==> config.mk <==
export PLATFORM = sky130hd
export DESIGN_NAME = csn_challenge_extract
export DESIGN_NICKNAME = d
export VERILOG_FILES = /design/src/rtl/csn_challenge_extract_pkg.sv /design/src/rtl/csn_challenge_extract_pair_pick.sv /design/src/rtl/csn_challenge_extract.sv
export SDC_FILE = /design/constraint.sdc
export NUM_CORES = 1
export LEC_CHECK = 0
export CAP_MARGIN = 20
export CORE_AREA = 2 2 181 219
export DETAILED_ROUTE_END_ITERATION = 12
export DIE_AREA = 0 0 183 221
export PLACE_DENSITY = 0.83
export SYNTH_ARGS = -nofsm -noshare
export SYNTH_HDL_FRONTEND = slang
export SYNTH_HIERARCHICAL = 1
export SYNTH_SLANG_ARGS = --single-unit
==> constraint.sdc <==
create_clock -name i_clk -period 9.1 [get_ports i_clk]
set_input_delay 2.73 -clock i_clk [delete_from_list [all_inputs] [get_ports i_clk]]
set_output_delay 2.73 -clock i_clk [all_outputs]
set_load 0.01 [all_outputs]
==> src/rtl/csn_challenge_extract_pkg.sv <==
// Shared encodings for the challenge extractor: FSM states, the rejected pair code, SM3 digest width.
package csn_challenge_extract_pkg;

   localparam int SM3_DIGEST_W = 256;
   localparam logic [1:0] TRIT_REJECT = 2'b11;

   typedef enum logic [2:0] {
      S_IDLE,
      S_WAIT,
      S_EXTRACT,
      S_MORE,
      S_DONE
   } state_t;

endpackage

==> src/rtl/csn_challenge_extract_pair_pick.sv <==
// Combinational selector: picks digest pair i (MSB first) and flags it as a usable trit.
module csn_challenge_extract_pair_pick
   import csn_challenge_extract_pkg::*;
#(
   parameter int DIGEST_W = SM3_DIGEST_W,
   parameter int IDX_W    = $clog2(DIGEST_W / 2)
) (
   input  logic [DIGEST_W-1:0] i_digest,
   input  logic [IDX_W-1:0]    i_pair_idx,
   output logic [1:0]          o_pair,
   output logic                o_valid
);

   logic [DIGEST_W-1:0] w_shifted;

   // Shifting left by 2*idx brings the selected pair to the top two bits.
   assign w_shifted = i_digest << {i_pair_idx, 1'b0};
   assign o_pair    = w_shifted[DIGEST_W-1 -: 2];
   assign o_valid   = (o_pair != TRIT_REJECT);

endmodule

==> src/rtl/csn_challenge_extract.sv <==
// Turns SM3 digests into NUM_ROUNDS challenge trits, one digest pair per cycle, re-hashing on exhaustion.
// Start low aborts and clears; a new digest is accepted only after hash_done has been seen low.
module csn_challenge_extract
   import csn_challenge_extract_pkg::*;
#(
   parameter int NUM_ROUNDS = 64,
   parameter int DIGEST_W   = SM3_DIGEST_W
) (
   input  logic                    i_clk,
   input  logic                    i_reset,
   input  logic                    i_start,
   input  logic [DIGEST_W-1:0]     i_hash_value,
   input  logic                    i_hash_done,
   output logic                    o_rehash_req,
   output logic [2*NUM_ROUNDS-1:0] o_challenge,
   output logic [7:0]              o_ch_count,
   output logic                    o_busy,
   output logic                    o_ch_done
);

   localparam int         PAIRS    = DIGEST_W / 2;
   localparam int         IDX_W    = $clog2(PAIRS);
   localparam logic [IDX_W-1:0] LAST_IDX = IDX_W'(PAIRS - 1);
   localparam logic [7:0] ROUNDS_C = 8'(NUM_ROUNDS);

   state_t                  r_state;
   state_t                  w_state_nxt;
   logic [DIGEST_W-1:0]     r_digest;
   logic [IDX_W-1:0]        r_pair_idx;
   logic [7:0]              r_ch_count;
   logic [2*NUM_ROUNDS-1:0] r_challenge;
   logic                    r_ch_done;
   logic                    r_rehash_req;
   logic                    r_armed;

   logic [1:0]              w_pair;
   logic                    w_valid;
   logic                    w_latch;
   logic                    w_accept;
   logic [7:0]              w_cnt_next;

   csn_challenge_extract_pair_pick #(
      .DIGEST_W (DIGEST_W),
      .IDX_W    (IDX_W)
   ) u_pair_pick (
      .i_digest   (r_digest),
      .i_pair_idx (r_pair_idx),
      .o_pair     (w_pair),
      .o_valid    (w_valid)
   );

   // r_armed guards against a hash_done level left over from an earlier digest.
   assign w_latch    = i_start && (r_state == S_WAIT) && i_hash_done && r_armed;
   assign w_accept   = i_start && (r_state == S_EXTRACT) && w_valid && (r_ch_count != ROUNDS_C);
   assign w_cnt_next = w_accept ? r_ch_count + 8'd1 : r_ch_count;

   always_comb begin
      w_state_nxt = r_state;
      if (!i_start) begin
         w_state_nxt = S_IDLE;
      end else begin
         case (r_state)
            S_IDLE:    if (!r_ch_done) w_state_nxt = S_WAIT;
            S_WAIT:    if (w_latch) w_state_nxt = S_EXTRACT;
            S_EXTRACT: begin
               if (w_cnt_next == ROUNDS_C)     w_state_nxt = S_DONE;
               else if (r_pair_idx == LAST_IDX) w_state_nxt = S_MORE;
            end
            S_MORE:    if (!i_hash_done) w_state_nxt = S_WAIT;
            S_DONE:    w_state_nxt = S_DONE;
            default:   w_state_nxt = S_IDLE;
         endcase
      end
   end

   always_ff @(posedge i_clk) begin
      if (i_reset) begin
         r_state      <= S_IDLE;
         r_digest     <= '0;
         r_pair_idx   <= '0;
         r_ch_count   <= '0;
         r_challenge  <= '0;
         r_ch_done    <= 1'b0;
         r_rehash_req <= 1'b0;
         r_armed      <= 1'b0;
      end else begin
         r_state      <= w_state_nxt;
         r_rehash_req <= (r_state == S_EXTRACT) && (w_state_nxt == S_MORE);

         if (w_latch)           r_armed <= 1'b0;
         else if (!i_hash_done) r_armed <= 1'b1;

         if (!i_start) begin
            r_pair_idx  <= '0;
            r_ch_count  <= '0;
            r_challenge <= '0;
            r_ch_done   <= 1'b0;
         end else begin
            if (w_latch) begin
               r_digest   <= i_hash_value;
               r_pair_idx <= '0;
            end else if (r_state == S_EXTRACT) begin
               r_pair_idx <= r_pair_idx + IDX_W'(1);
            end
            if (w_accept) begin
               r_challenge[{r_ch_count, 1'b0} +: 2] <= w_pair;
            end
            r_ch_count <= w_cnt_next;
            r_ch_done  <= (r_state == S_DONE);
         end
      end
   end

   assign o_rehash_req = r_rehash_req;
   assign o_challenge  = r_challenge;
   assign o_ch_count   = r_ch_count;
   assign o_ch_done    = r_ch_done;
   assign o_busy       = (r_state == S_WAIT) || (r_state == S_EXTRACT) || (r_state == S_MORE);

endmodule

# Word level (Yosys, flattened, before mapping)
# Cells that the tools add are included.
totals:
  ff_bits: 405
  latchBits: 0
  mem_bits_rw: 0
  romBits: 0
  inputBits: 260
  out_inout_bits: 139
  wordCells: 47
  n_memories: 0
op_classes:
  add_sub_neg: 3
  mul: 0
  div: 0
  magnitude_cmp: 0
  eq_ne: 9
  shifts: 3
  muxes: 9
  bitwise_logic: 1
  reduce_logical: 14
ops:
  columns: ["operator", "count"]
  rows:
  - ["<< shifter 256 x 8 -> 256 bit", 1]
  - ["bitwise mux 128 bit", 1]
  - ["variable shift 2 x 11 -> 128 bit, first input constant", 1]
  - ["indexed part select 2 x 11 -> 128 bit", 1]
  - ["two-way mux 3 bit", 6]
  - ["case mux 3 bit (5 select lines)", 1]
  - ["negator 9 -> 11 bit", 1]
  - ["equality test 3 x 2 -> 1 bit, second input constant", 3]
  - ["adder 8 x 1 -> 8 bit, second input constant", 1]
  - ["equality test 8 x 7 -> 1 bit, second input constant", 1]
  - ["two-way mux 8 bit", 1]
  - ["!= test 8 x 7 -> 1 bit, second input constant", 1]
  - ["adder 7 x 1 -> 7 bit, second input constant", 1]
  - ["equality test 7 bit, second input constant", 1]
  - ["logical AND 1 bit", 7]
  - ["OR reduction 2 bit", 2]
  - ["equality test 3 x 1 -> 1 bit, second input constant", 1]
  - ["equality test 3 bit, second input constant", 1]
  - ["zero test 3 bit", 1]
  - ["OR reduction 3 bit", 1]
  - ["logical OR 1 bit", 2]
  - ["!= test 2 bit, second input constant", 1]
  - ["AND reduction 2 bit", 1]
  - ["inverter 1 bit", 1]

# Logic depth before layout (Yosys ltp)
depth:
  ltp_word: 11
  depth_mapped: 17
  depth_no_buf: 12

# By module
# Netlist, hierarchy kept.
modules_own_cells:
  columns: ["mod", "instances", "cells_each", "area_each_um2", "seq_area_each_um2"]
  rows:
  - ["csn_challenge_extract", 1, 1850, 15272.1, 8107.8]
  - ["csn_challenge_extract_pair_pick", 1, 162, 2127.0, 0.0]

# Least setup slack after synthesis
# Ideal clock, no wire load.
synth_timing:
  path_type: "input to register"
  startpoint: "input port i_start"
  endpoint: "register r_digest[172]"
  setup_time_ns: 0.070
  t_arrival_ns: 3.988
  t_required_ns: 9.030
  path_slack_ns: 5.042
  cell_stages: 8
  path_buffers: 3
  path_cell_list: "nor2b_1 -> nand4_1 -> or2_2 -> clkbuf_1 -> clkbuf_1 -> clkbuf_1 -> nand2_1 -> a21oi_1"
synth_between:
  elab_chain_cells: 4
synth_rtl:
  columns: ["item", "line", "source"]
  rows:
  - ["start: declaration", "csn_challenge_extract.sv:11", "input logic i_start,"]
  - ["logical AND 1 bit (3 in series)", "csn_challenge_extract.sv:53", "assign w_latch = i_start && (r_state == S_WAIT) && i_hash_done && r_armed;"]
  - ["AND reduction 2 bit (no line) (*)", null, null]
  - ["end signal: assignment", "csn_challenge_extract.sv:100", "r_digest <= i_hash_value;"]
  - ["end: declaration", "csn_challenge_extract.sv:28", "logic [DIGEST_W-1:0] r_digest;"]
# Mark *: on every way between the ends. The rest lies on a longest branch, timed or not.
# A chain may end at the register's enable or synchronous reset.

# Worst setup path in the final report
layout_timing:
  startpoint: "register r_pair_idx[0]"
  endpoint: "register r_challenge[12] (netlist: o_challenge[12])"
layout_between:
  elab_chain_cells: 4
  word_cells_on_any_way: 6
  classes_between: "1 x eq/ne; 2 x shift; 1 x mux; 2 x reduce/logical"
layout_rtl:
  columns: ["item", "line", "source"]
  rows:
  - ["start: declaration", "csn_challenge_extract.sv:29", "logic [IDX_W-1:0] r_pair_idx;"]
  - ["start signal: assignment", "csn_challenge_extract.sv:103", "r_pair_idx <= r_pair_idx + IDX_W'(1);"]
  - ["<< shifter 256 x 8 -> 256 bit", "csn_challenge_extract_pair_pick.sv:17", "assign w_shifted = i_digest << {i_pair_idx, 1'b0};"]
  - ["named net w_pair[0]", "csn_challenge_extract.sv:36", "logic [1:0] w_pair;"]
  - ["!= test 2 bit", "csn_challenge_extract_pair_pick.sv:19", "assign o_valid = (o_pair != TRIT_REJECT);"]
  - ["named net w_valid", "csn_challenge_extract.sv:37", "logic w_valid;"]
  - ["logical AND 1 bit (2 in series)", "csn_challenge_extract.sv:54", "assign w_accept = i_start && (r_state == S_EXTRACT) && w_valid && (r_ch_count != ROUNDS_C);"]
  - ["end signal: indexed assignment", "csn_challenge_extract.sv:106", "r_challenge[{r_ch_count, 1'b0} +: 2] <= w_pair;"]
  - ["end: declaration", "csn_challenge_extract.sv:31", "logic [2*NUM_ROUNDS-1:0] r_challenge;"]
# The timed path passes the listed nets, and every way through them passes these cells.

==> flow_summary_export.csv <==
group,metric,value,unit
global_routing,antenna_found_initial,5,
drt,wl,53.16,mm
critical_path,crit_path_start_kind,"register",
timing,setup_tns,0,ns
global_routing,grt_pass1_wl,81.52,mm
global_routing,grt_overflow,0,
synth,ys_types,68,
job,drv_cap,0,
hold_path,min_to,"r_digest[186]$_SDFFE_PP0P_",
cts,cts_hold_buf,0,
critical_path,path_class,"reg -> reg",
placed_design,place.gp.congestion,0.9291,
global_routing,grt_pass1_vias,15450,
placed_design,port_buffers,398,
cts,htreeDepth,2,
power_and_ir_drop,cellPowerDensity,159.9,nW/um^2
placed_design,post_dp_cell_area,21490,sq um
floorplan,ioPinCount,399,
cells_and_area,seq_area,8115,sq um
timing,whs,0.4524,ns
cells_and_area,multi_input_area,8636,sq um
timing,fmax,0.2010,GHz
hold_path,hold_path.class,"reg -> reg",
cts,cts_buffer_depth,3,
drt,post-route-drc-count,0,
cells_and_area,final_common_cell,"nand2_1",
floorplan,die_area,40440,sq um
synth,syn-instance-count,2012,
cells_and_area,num-fill-cells,3175,
critical_path,crit_arrival,5.39,ns
cts,path_clk_slew,0.06,ns
cells_and_area,drive_above_1_share,0.07472,
hold_path,hold_start,"r_digest[186]$_SDFFE_PP0P_",
timing,maxSlewHeadroom,0.07111,
cells_and_area,area_growth_syn_to_layout,31.19,%
timing,period_needed,4.975,ns
drt,wl_per_cell,18.79,um
cells_and_area,postLayoutCellArea,22830,sq um
synth,ys_ff_latch,405,
floorplan,initial_core_util,0.4537,
floorplan,core.rowCount,79,
cells_and_area,fin_nets,2577,
timing,report.final.slew_viol_count,0,
cts,cts_tree,"built",
global_routing,grt.met1_usage,0.2782,
global_routing,grtUsageMet3,0.06271,
critical_path,cp_max_fo,43,
critical_path,cp-end-kind,"register",
synth,synth_async_sr_flop_share,0,
status,outcome,"complete, no violations",
drt,drtIter0Drc,1024,
drt,ant_nets,0,
timing,hold_violations,0,
critical_path,reg2reg_depth,13,
critical_path,reg2reg_from,"r_pair_idx[0]$_SDFFE_PP0P_",
critical_path,regToRegSetupSlack,4.12,ns
critical_path,reg2reg_to,"o_challenge[12]$_SDFFE_PP0P_",
synth,synth_flop_cell,"dfxtp_1",
synth,yosys_warnings,6,
hold_path,hold_depth,2,
cts,cts_root_buf,"clkbuf_16",
placed_design,place_hpwl,38.54,mm
global_routing,grt_max_degree,259,
drt,vias,15610,
timing,finalCritPeriodShare,0.5467,
timing,fin_worst_skew,0.02816,ns
power_and_ir_drop,leakagePower,7.834,nW
drt,via_per_inst,5.518,
cts,cts_setup_buffers,0,
timing,rsz0062_at_grt,"false",
global_routing,grt.busiest_layer,"met2",
critical_path,cp.required,9.51,ns
cts,cts_made_buffers,41,
drt,first_pass_iters,5,
cts,ctsResizeCount,0,
floorplan,die_h,221,um
global_routing,track_usage,0.2538,
floorplan,design.core.area,38350,sq um
cts,cts.sinks,405,
timing,worstMarginPinSlew,1.393,ns
global_routing,use_met2,0.4488,
synth,synth_fp_nets,2275,
synth,synth-edff-count,0,
synth,syn-cell-area,17400,sq um
cells_and_area,final_cell_mix,"nand2_1 (697), dfxtp_1 (403), clkdlybuf4s50_1 (397)",
cts,clock_latency,0.55,ns
power_and_ir_drop,vdd_drop_max,0.0001199,V
synth,synth.avg_cell_area,8.648,sq um
synth,yosysSeqAreaShare,0.4660,
floorplan,die_width,183,um
timing,setup_viol,0,
==> critical path: stages, from the launching register on <==
cell,delay (ns)
dfxtp_4,0.88
buf_4,0.55
mux4_2,0.57
a22o_1,0.24
a221oi_1,0.20
o21ai_0,0.22
o22ai_1,0.21
a21oi_1,0.12
nand2_1,0.12
and3_1,0.32
nand3_1,0.26
nor4_1,0.76
mux2i_1,0.27
nor2_1,0.05
==> Yosys cell counts, types with 5 or more instances <==
| library cell | instances | area (sq um) |
|---|---|---|
| nor3_2 | 6 | 60.06 |
| buf_1 | 9 | 33.78 |
| nor3_1 | 20 | 100.1 |
| o31ai_1 | 5 | 37.54 |
| dfxtp_1 | 405 | 8108 |
| nand2b_1 | 11 | 68.82 |
| nand2_1 | 697 | 2616 |
| nor2_1 | 63 | 236.5 |
| mux4_2 | 63 | 1419 |
| nor2b_1 | 8 | 50.05 |
| clkbuf_1 | 111 | 416.7 |
| xor2_1 | 5 | 43.79 |
| o22ai_1 | 10 | 62.56 |
| nand4_1 | 7 | 43.79 |
| or3_1 | 9 | 56.30 |
| and3_1 | 11 | 68.82 |
| inv_1 | 5 | 18.77 |
| xnor2_1 | 11 | 96.34 |
| o21ai_0 | 13 | 65.06 |
| mux2i_1 | 133 | 1331 |
| o21ai_1 | 6 | 30.03 |
| nand3_1 | 24 | 120.1 |
| nor4_2 | 6 | 75.07 |
| a21oi_1 | 271 | 1356 |
| a22oi_1 | 10 | 75.07 |
| buf_2 | 24 | 120.1 |
==> through the flow <==
step | power [mW] | utilization | std cells | worst slack [ns]
floorplan | 1.880 | - | 2012 | 5.042
global placement | 2.010 | 0.5603 | 2757 | 3.940
detailed placement | 2.012 | 0.5603 | 2757 | 3.902
CTS | 3.672 | 0.5951 | 2828 | 4.208
global route | 3.747 | 0.5951 | 2828 | 3.823
finish | 3.649 | 0.5952 | 2829 | 4.125
==> power by group <==
| part | internal (mW) | switching [mW] | total, mW |
|---|---|---|---|
| clock | 0.979 | 0.695 | 1.67 |
| combinational | 0.113 | 0.0719 | 0.185 |
| sequential | 1.78 | 0.00665 | 1.79 |
| total | 2.88 | 0.774 | 3.65 |
==> how the worst max path moves through the flow <==
stage,start,to,slack (ns),cells past startpoint
CTS,r_pair_idx[0]$_SDFFE_PP0P_,o_challenge[12]$_SDFFE_PP0P_,4.21,13
global route,r_pair_idx[0]$_SDFFE_PP0P_,o_challenge[13]$_SDFFE_PP0P_,3.82,13
floorplan,i_start,r_digest[172]$_SDFFE_PP0P_,5.04,8
finish,r_pair_idx[0]$_SDFFE_PP0P_,o_challenge[12]$_SDFFE_PP0P_,4.12,13
detailed placement,i_start,r_pair_idx[5]$_SDFFE_PP0P_,3.90,7
global placement,i_start,r_pair_idx[5]$_SDFFE_PP0P_,3.94,7
==> kinds of logic (layout without fill, tap and decap cells) <==
group	after synthesis	in the layout	share of synthesized area
AOI/OAI and AO/OA	340	340	0.1070
xor gates and xnor gates	16	16	0.008054
adders and majority gates	3	3	0.002158
buffers and inverters	157	487	0.03869
DFF	405	405	0.4660
muxes	201	201	0.1639
other	0	1	0
and+or+nand+nor	890	890	0.2142
==> registers in the layout (all words and copies together) (netlist names) <==
name	flops
r_digest	256
o_ch_count	8
o_ch_done	1
r_pair_idx	7
o_rehash_req	1
r_armed	1
r_state	3
o_challenge	128
==> per-layer routing <==
metal	part of all wire	vias to the layer above
met1	0.36	7320
li1	-	7440
met2	0.50	691
met4	0.055	8
met5	0.00094	-
met3	0.081	152
==> final cells by class <==
cell class	count	area share
clock inverter	11	0.005591
inverter	5	0.0008222
tap	486	0.02664
timing repair buffer	411	0.1801
multi-input combinational	1450	0.3783
sequential	405	0.3555
antenna	1	0.0001096
clock buffer	60	0.05290
No activity file was read; power rests on OpenSTA's default activity.
